[config.mk]
export PLATFORM = sky130hd
export DESIGN_NAME = gb_cart_bus_master_flat
export DESIGN_NICKNAME = d
export VERILOG_FILES = /design/src/rtl/gb_cart_pkg.sv /design/src/rtl/gb_cart_bus_master_if.sv /design/src/rtl/gb_cart_phase_timer.sv /design/src/rtl/gb_cart_bus_master.sv /design/src/flat_wrapper.sv
export SDC_FILE = /design/constraint.sdc
export NUM_CORES = 1
export LEC_CHECK = 0
export CORE_MARGIN = 2
export CORE_UTILIZATION = 55
export DETAILED_ROUTE_END_ITERATION = 12
export DONT_BUFFER_PORTS = 1
export PLACE_DENSITY = 0.7
export SLEW_MARGIN = 15
export SYNTH_ARGS = -nofsm -noshare
export SYNTH_HDL_FRONTEND = slang
export SYNTH_SLANG_ARGS = --single-unit
export TNS_END_PERCENT = 20
[constraint.sdc]
create_clock -name sys_clock -period 3.4 [get_ports sys_clock]
set_clock_uncertainty 0.2 [all_clocks]
set_input_delay 0.68 -clock sys_clock [delete_from_list [all_inputs] [get_ports sys_clock]]
set_output_delay 0.68 -clock sys_clock [all_outputs]
set_load 0.05 [all_outputs]
[src/rtl/gb_cart_pkg.sv]
// Shared types and constants for the Game Boy cartridge bus master.
// Holds the phase enum, address windows and the cart-RAM decode helper.
package gb_cart_pkg;

  typedef enum logic [1:0] {
    IDLE,
    SETUP,
    STROBE,
    HOLD
  } state_e;

  localparam logic [15:0] CART_RAM_LO     = 16'hA000;
  localparam logic [15:0] CART_RAM_HI     = 16'hBFFF;
  localparam logic [15:0] ROM_BANK_SEL_LO = 16'h2000;

  function automatic logic in_cart_ram(
    input logic [15:0] a
  );
    return (a >= CART_RAM_LO) && (a <= CART_RAM_HI);
  endfunction

endpackage

[src/rtl/gb_cart_bus_master_if.sv]
// Host request/response handshake plus cartridge pad-side bus signals.
// master: the bus master block; slave: host and cartridge/pad side.
interface gb_cart_bus_master_if;

  logic        req_valid;
  logic        req_ready;
  logic        req_write;
  logic [15:0] req_addr;
  logic [7:0]  req_wdata;
  logic        rsp_valid;
  logic [7:0]  rsp_rdata;
  logic [15:0] Cart_a;
  logic [7:0]  Cart_d_in;
  logic [7:0]  Cart_d_out;
  logic        Cart_d_oe;
  logic        Cart_nRD;
  logic        Cart_nWR;
  logic        Cart_nCS;
  logic        busy;

  modport master (
    input  req_valid, req_write,
    input  req_addr, req_wdata,
    input  Cart_d_in,
    output req_ready, rsp_valid,
    output rsp_rdata, Cart_a,
    output Cart_d_out, Cart_d_oe,
    output Cart_nRD, Cart_nWR,
    output Cart_nCS, busy
  );

  modport slave (
    output req_valid, req_write,
    output req_addr, req_wdata,
    output Cart_d_in,
    input  req_ready, rsp_valid,
    input  rsp_rdata, Cart_a,
    input  Cart_d_out, Cart_d_oe,
    input  Cart_nRD, Cart_nWR,
    input  Cart_nCS, busy
  );

endinterface

[src/rtl/gb_cart_phase_timer.sv]
// Loadable down-counter timing each bus phase; done_o when it reaches 0.
// Ports: clk_i, rst_i (sync, high), load_i/load_val_i, count_o, done_o.
module gb_cart_phase_timer #(
  parameter int CNT_W = 4
) (
  input  logic             clk_i,
  input  logic             rst_i,
  input  logic             load_i,
  input  logic [CNT_W-1:0] load_val_i,
  output logic [CNT_W-1:0] count_o,
  output logic             done_o
);

  logic [CNT_W-1:0] cnt_q;
  logic [CNT_W-1:0] cnt_d;

  always_comb begin
    cnt_d = cnt_q;
    if (load_i)
      cnt_d = load_val_i;
    else if (cnt_q != '0)
      cnt_d = cnt_q - 1'b1;
  end

  always_ff @(posedge clk_i) begin
    if (rst_i) cnt_q <= '0;
    else       cnt_q <= cnt_d;
  end

  assign count_o = cnt_q;
  assign done_o  = (cnt_q == '0);

endmodule

[src/rtl/gb_cart_bus_master.sv]
// Turns single-byte host requests into timed Game Boy cartridge cycles.
// Ports: sys_clock, sys_reset (sync, high), bus (req/rsp + Cart_* pads).
module gb_cart_bus_master
  import gb_cart_pkg::*;
#(
  parameter int SETUP_CYC  = 2,
  parameter int STROBE_CYC = 4,
  parameter int HOLD_CYC   = 1,
  parameter int CNT_W      = 4
) (
  input  logic                 sys_clock,
  input  logic                 sys_reset,
  gb_cart_bus_master_if.master bus
);

  state_e      state_q, state_d;
  logic        wr_q, wr_d;
  logic [15:0] a_q, a_d;
  logic [7:0]  dout_q, dout_d;
  logic        oe_q, oe_d;
  logic        nrd_q, nrd_d;
  logic        nwr_q, nwr_d;
  logic        ncs_q, ncs_d;
  logic        rsp_q, rsp_d;
  logic [7:0]  rdata_q, rdata_d;

  logic             ld;
  logic [CNT_W-1:0] ld_val;
  logic [CNT_W-1:0] cnt;
  logic             done;

  gb_cart_phase_timer #(
    .CNT_W(CNT_W)
  ) u_timer (
    .clk_i     (sys_clock),
    .rst_i     (sys_reset),
    .load_i    (ld),
    .load_val_i(ld_val),
    .count_o   (cnt),
    .done_o    (done)
  );

  // Every Cart_* output is computed one phase ahead and registered,
  // so nothing from req_* reaches the pads combinationally.
  always_comb begin
    state_d = state_q;
    wr_d    = wr_q;
    a_d     = a_q;
    dout_d  = dout_q;
    oe_d    = oe_q;
    nrd_d   = nrd_q;
    nwr_d   = nwr_q;
    ncs_d   = ncs_q;
    rsp_d   = 1'b0;
    rdata_d = rdata_q;
    ld      = 1'b0;
    ld_val  = '0;
    unique case (state_q)
      IDLE: begin
        if (bus.req_valid) begin
          state_d = SETUP;
          ld      = 1'b1;
          ld_val  = CNT_W'(SETUP_CYC - 1);
          wr_d    = bus.req_write;
          a_d     = bus.req_addr;
          ncs_d   = !in_cart_ram(bus.req_addr);
          rdata_d = 8'h00;
          if (bus.req_write) begin
            dout_d = bus.req_wdata;
            oe_d   = 1'b1;
            nrd_d  = 1'b1;
          end else begin
            oe_d   = 1'b0;
            nrd_d  = 1'b0;
          end
        end
      end
      SETUP: begin
        if (done) begin
          state_d = STROBE;
          ld      = 1'b1;
          ld_val  = CNT_W'(STROBE_CYC - 1);
          if (wr_q) nwr_d = 1'b0;
        end
      end
      STROBE: begin
        if (done) begin
          state_d = HOLD;
          ld      = 1'b1;
          ld_val  = CNT_W'(HOLD_CYC - 1);
          nrd_d   = 1'b1;
          nwr_d   = 1'b1;
          if (!wr_q) rdata_d = bus.Cart_d_in;
          // rsp_valid marks the final HOLD cycle
          if (HOLD_CYC == 1) rsp_d = 1'b1;
        end
      end
      HOLD: begin
        if (done) begin
          state_d = IDLE;
          oe_d    = 1'b0;
          ncs_d   = 1'b1;
        end else if (cnt == CNT_W'(1)) begin
          rsp_d = 1'b1;
        end
      end
      default: state_d = IDLE;
    endcase
  end

  always_ff @(posedge sys_clock) begin
    if (sys_reset) begin
      state_q <= IDLE;
      wr_q    <= 1'b0;
      a_q     <= 16'h0000;
      dout_q  <= 8'h00;
      oe_q    <= 1'b0;
      nrd_q   <= 1'b1;
      nwr_q   <= 1'b1;
      ncs_q   <= 1'b1;
      rsp_q   <= 1'b0;
      rdata_q <= 8'h00;
    end else begin
      state_q <= state_d;
      wr_q    <= wr_d;
      a_q     <= a_d;
      dout_q  <= dout_d;
      oe_q    <= oe_d;
      nrd_q   <= nrd_d;
      nwr_q   <= nwr_d;
      ncs_q   <= ncs_d;
      rsp_q   <= rsp_d;
      rdata_q <= rdata_d;
    end
  end

  assign bus.req_ready  = (state_q == IDLE);
  assign bus.busy       = (state_q != IDLE);
  assign bus.rsp_valid  = rsp_q;
  assign bus.rsp_rdata  = rdata_q;
  assign bus.Cart_a     = a_q;
  assign bus.Cart_d_out = dout_q;
  assign bus.Cart_d_oe  = oe_q;
  assign bus.Cart_nRD   = nrd_q;
  assign bus.Cart_nWR   = nwr_q;
  assign bus.Cart_nCS   = ncs_q;

endmodule

[src/flat_wrapper.sv]
// flat-port wrapper written by rule: the top's interface ports become plain ports
module gb_cart_bus_master_flat import gb_cart_pkg::*;
#(
  parameter int SETUP_CYC  = 2,
  parameter int STROBE_CYC = 4,
  parameter int HOLD_CYC   = 1,
  parameter int CNT_W      = 4
)
  (sys_clock, sys_reset, bus_req_valid, bus_req_write, bus_req_addr, bus_req_wdata, bus_Cart_d_in, bus_req_ready, bus_rsp_valid, bus_rsp_rdata, bus_Cart_a, bus_Cart_d_out, bus_Cart_d_oe, bus_Cart_nRD, bus_Cart_nWR, bus_Cart_nCS, bus_busy);
  gb_cart_bus_master_if bus_i ();
  input  logic sys_clock;
  input  logic sys_reset;
  input wire logic [$bits(bus_i.req_valid)-1:0] bus_req_valid;
  input wire logic [$bits(bus_i.req_write)-1:0] bus_req_write;
  input wire logic [$bits(bus_i.req_addr)-1:0] bus_req_addr;
  input wire logic [$bits(bus_i.req_wdata)-1:0] bus_req_wdata;
  input wire logic [$bits(bus_i.Cart_d_in)-1:0] bus_Cart_d_in;
  output wire logic [$bits(bus_i.req_ready)-1:0] bus_req_ready;
  output wire logic [$bits(bus_i.rsp_valid)-1:0] bus_rsp_valid;
  output wire logic [$bits(bus_i.rsp_rdata)-1:0] bus_rsp_rdata;
  output wire logic [$bits(bus_i.Cart_a)-1:0] bus_Cart_a;
  output wire logic [$bits(bus_i.Cart_d_out)-1:0] bus_Cart_d_out;
  output wire logic [$bits(bus_i.Cart_d_oe)-1:0] bus_Cart_d_oe;
  output wire logic [$bits(bus_i.Cart_nRD)-1:0] bus_Cart_nRD;
  output wire logic [$bits(bus_i.Cart_nWR)-1:0] bus_Cart_nWR;
  output wire logic [$bits(bus_i.Cart_nCS)-1:0] bus_Cart_nCS;
  output wire logic [$bits(bus_i.busy)-1:0] bus_busy;
  assign bus_i.req_valid = bus_req_valid;
  assign bus_i.req_write = bus_req_write;
  assign bus_i.req_addr = bus_req_addr;
  assign bus_i.req_wdata = bus_req_wdata;
  assign bus_i.Cart_d_in = bus_Cart_d_in;
  assign bus_req_ready = bus_i.req_ready;
  assign bus_rsp_valid = bus_i.rsp_valid;
  assign bus_rsp_rdata = bus_i.rsp_rdata;
  assign bus_Cart_a = bus_i.Cart_a;
  assign bus_Cart_d_out = bus_i.Cart_d_out;
  assign bus_Cart_d_oe = bus_i.Cart_d_oe;
  assign bus_Cart_nRD = bus_i.Cart_nRD;
  assign bus_Cart_nWR = bus_i.Cart_nWR;
  assign bus_Cart_nCS = bus_i.Cart_nCS;
  assign bus_busy = bus_i.busy;
  gb_cart_bus_master #(.SETUP_CYC(SETUP_CYC), .STROBE_CYC(STROBE_CYC), .HOLD_CYC(HOLD_CYC), .CNT_W(CNT_W)) u_core (.sys_clock(sys_clock), .sys_reset(sys_reset), .bus(bus_i));
endmodule
## Yosys cells after proc, flatten, opt, wreduce, memory -nomap -nowiden

Cells that the tools add are included.

- Output and inout bits: 39
- Input bits: 36
- Bits in registers: 44

- Add/subtract/negate cells: 1
- Reductions and logical operators: 18
- Muxes and demuxes: 31
- Eq/ne operators: 10
- Magnitude comparators: 2

Operator list:

| cell | number |
|---|---|
| 8-bit 2-to-1 mux | 3 |
| 16-bit greater-or-equal comparator (second input constant) | 1 |
| 16-bit less-or-equal comparator (second input constant) | 1 |
| 8-bit case mux with 2 select lines | 1 |
| 1-bit 2-to-1 mux | 12 |
| 1-bit case mux with 2 select lines | 6 |
| 4-bit AND reduction | 3 |
| 2-bit 2-to-1 mux | 5 |
| 2-bit nonzero test | 5 |
| 3-bit AND reduction | 3 |
| 4-bit 2-to-1 mux | 2 |
| 2-bit by 1-bit inequality test with 1-bit output (second input constant) | 4 |
| 2-bit case mux with 4 select lines | 1 |
| 4-bit case mux with 2 select lines | 1 |
| 2-bit equality test (second input constant) | 2 |
| 4-bit by 1-bit equality test with 1-bit output (second input constant) | 1 |
| 4-bit zero test | 1 |
| 2-bit inequality test (second input constant) | 2 |
| 4-bit nonzero test | 1 |
| 4-bit by 1-bit subtractor with 4-bit output (second input constant) | 1 |
| 2-bit by 1-bit equality test with 1-bit output (second input constant) | 1 |
| 2-bit zero test | 1 |
| 2-bit AND reduction | 1 |
| 2-bit OR reduction | 1 |
| other kinds (2) | 2 |

## Depth between registers and ports, before layout

- Word-level depth: 5
- Depth in mapped cells: 7
- Gate-level depth less buffers: 6

## By module

From an unflattened synthesis, not the netlist that was laid out.

- Cells, all modules: 227
- Area, all modules: 1,908.1 sq um

Modules (own cells, without submodules):

| module | instances | sequential area each (sq um) | cells an instance | area an instance (sq um) |
|---|---|---|---|---|
| gb_cart_bus_master | 1 | 800.8 | 203 | 1,679.1 |
| gb_cart_phase_timer | 1 | 80.1 | 24 | 229.0 |

## Least setup slack after synthesis

OpenSTA, ideal clock, no wires.

- Kind: register to output
- Start: register u_core.state_q[0]
- End: output port bus_busy
- Arrival: 1.342 ns
- Slack: 1.178 ns
- Stages on the path, launching flop included: 4
- Data required time: 2.520 ns
- Buffers on the path: 0
- Path through: dfxtp_1 > inv_1 > ha_1 > inv_1

- Word-level cells in the longest chain between the ends: 1

Ends and longest elaborated chain:

| what | line | source |
|---|---|---|
| from (decl) | gb_cart_bus_master.sv:16 | `state_e state_q, state_d;` |
| from (signal assigned) | gb_cart_bus_master.sv:124 | `state_q <= state_d;` |
| 2-bit nonzero test | gb_cart_bus_master.sv:138 | `assign bus.busy = (state_q != IDLE);` |
| to (decl) | flat_wrapper.sv:27 | `output wire logic [$bits(bus_i.busy)-1:0] bus_busy;` |

No other way between the ends.

## Worst setup path after layout

Same ends and word-level chain as after synthesis.

==> impl_metrics.json <==
{
  "outcome": "finished clean",
  "layout-drive-gt1-share_pct": 4.306,
  "cp-end-kind": "primary output",
  "grt_max_degree": 43,
  "drtAntennaViolNets": 0,
  "fin_cells": 253,
  "pre_cts_slack_ps": 813.0,
  "overflow": 0,
  "post_drt_wl_per_cell_um": 14.92,
  "power.leakage_nw": 0.7295,
  "worstPathRequired_ps": 2520,
  "max_cap_violations": 0,
  "whs_ps": 178.0,
  "detail_route.first_pass.iterations": 4,
  "clk_path_buf_depth": 2,
  "ys_types": 33,
  "cts_tree": "built",
  "crit_type": "reg2out",
  "grt_pass1_vias": 1367,
  "totalWireLength_um": 3774,
  "yosysTopAreaCell": "dfxtp_1",
  "rsz0062_at_grt": "false",
  "r2r_cells": 6,
  "hold_depth": 1,
  "ys_top_cells_by_area": "dfxtp_1, nand2_1, a21oi_1, ha_1, a22o_1",
  "grt_pass1_wl_um": 5975,
  "cts_buffers": 5,
  "slew_violations": 0,
  "synth-compound-area-share_pct": 18.92,
  "seq_area_frac_synth_pct": 48.96,
  "cts_sinks": 44,
  "finalSetupViolCount": 0,
  "min_path_type": "in2reg",
  "coreArea_um2": 3078,
  "tns_ps": 0,
  "num_vias": 1430,
  "startpoint": "u_core.state_q[0]",
  "powerDensity_nw_per_um2": 1025,
  "postSynthCellCount": 212,
  "diodes": 0,
  "cts.hold.buffers_added": 0,
  "cts_root_buf": "clkbuf_4",
  "rows": 20,
  "gp_congestion": 0.7545,
  "yosys.cell_count.top_type": "nand2_1",
  "period_minus_slack_ps": 2742,
  "worstHoldStart": "sys_reset",
  "synth-xor-area-share_pct": 1.460,
  "clkLatencyLatePin_ps": 360,
  "worst_slew_pin_slew_ps": 826.1,
  "htreeDepth": 2,
  "nets": 251,
  "synth_seq_cells": 44,
  "dpl.cell_count": 245,
  "synthSimpleGateAreaFrac_pct": 20.72,
  "synth-edff-count": 0,
  "area_growth_pct": 5.355,
  "die_area_um2": 3745,
  "drc": 0,
  "setup_ws_ps": 658.0,
  "period_share_pct": 80.65,
  "irDropWorstVdd_mv": 0.7023,
  "hold_viol": 0,
  "die-width_um": 61.20,
  "syn_avg_cell_area_um2": 8.487,
  "start_util_pct": 58.46,
  "post-cts-setup-buffers": 0,
  "worstPathArrival_ps": 1860,
  "viasPerCell": 5.652,
  "path_max_fanout": 8,
  "r2r_start": "u_core.state_q[0]",
  "synthesis.nets": 255,
  "synth_top_flop_cell": "dfxtp_1",
  "async_flop_share_pct": 0,
  "max_freq_mhz": 364.7,
  "synth.top_cell.area_share_pct": 48.96,
  "synth.mux.area_fraction_pct": 1.113,
  "die_h_um": 61.20,
  "worstSetupStartpointType": "register",
  "maxSlewHeadroom_pct": 44.81,
  "pin_count": 75,
  "port_buffers": 0,
  "cts_resized": 0,
  "yosysWarningCount": 0,
  "synthTopCellsByCount": "nand2_1, dfxtp_1, a21oi_1, nor2_1, clkbuf_1",
  "synth-adder-area-share_pct": 4.868,
  "hpwlAfterDp_um": 2684,
  "path_clk_slew_ps": 120,
  "grt_antenna_before_repair": 0,
  "drt_iter0_drc": 66,
  "synth_top_family_by_area": "simple AND/OR/NAND/NOR gates",
  "synth_area_um2": 1799,
  "global_route.usage.total_pct": 21.86
}
registers in the layout (all words and copies together), names as in the netlist:
signal                  cells
u_core.bus.Cart_a          16
u_core.bus.Cart_d_out       8
u_core.bus.rsp_rdata        8
u_core.u_timer.count_o      4
u_core.state_q              2
u_core.bus.Cart_d_oe        1
u_core.bus.Cart_nCS         1
u_core.bus.Cart_nRD         1
u_core.bus.Cart_nWR         1
u_core.bus.rsp_valid        1
u_core.wr_q                 1
metrics by stage:
stage / cell area [um2] / util [%] / power, mW
CTS: 1896 / 61.59 / 1.950
floorplan: 1799 / - / 1.507
global placement: 1805 / 58.66 / 1.570
finish: 1896 / 61.59 / 1.943
global route: 1896 / 61.59 / 2.073
detailed placement: 1805 / 58.66 / 1.608
worst max-delay path, cell delays in order, from the launching register on:
cell	delay, ps
dfxtp_1	360
inv_1	90
ha_1	610
inv_1	450
layout make-up:
type / count / area, um2
Tap cell: 44 / 55.05
Fill cell: 275 / 1182
Clock inverter: 2 / 38.79
Multi-Input combinational cell: 151 / 847.1
Clock buffer: 6 / 51.30
Inverter: 6 / 22.52
Sequential cell: 44 / 880.8
power breakdown:
group	leakage (nW)	total (mW)	internal, mW	switching (mW)
clock network	0.0484	0.343	0.176	0.167
logic	0.322	0.665	0.225	0.440
registers	0.360	0.935	0.616	0.319
total	0.730	1.94	1.02	0.925
path summary, 6_finish.rpt:
check | endpoint | slack (ps)
setup / recovery | bus_busy | 660
hold / removal | u_core.bus.rsp_valid | 180
setup reg to reg | u_core.u_timer.count_o[0] | 760
hold reg to reg | u_core.bus.rsp_valid | 300
cells by family after synthesis:
logic type	after synthesis
compound gates	56
mux	2
fa+ha+maj	7
flops	44
simple gates	83
xor+xnor	3
buf+inv	17
layer usage:
metal	track usage (%)	up-vias	share of wire, %
met5	0	-	0
met4	8.385	0	1.5
met3	8.824	5	7.2
met2	37.39	44	51
met1	24.31	667	40
li1	-	714	-
cells in the final DEF, fill, tap and decap left out, types with 2 or more instances in the layout:
master and count:
xnor2_1 3, inv_1 6, nor2_1 12, clkbuf_4 5
o21ai_0 3, o21bai_1 2, nand2b_1 4, a21oi_1 34
o32ai_1 2, ha_1 7, a22o_1 8, and3_1 2
dfxtp_1 44, nand2_1 52, mux2i_1 2, o22ai_1 2
nor3_1 4
No activity file was read; power rests on OpenSTA's default activity.
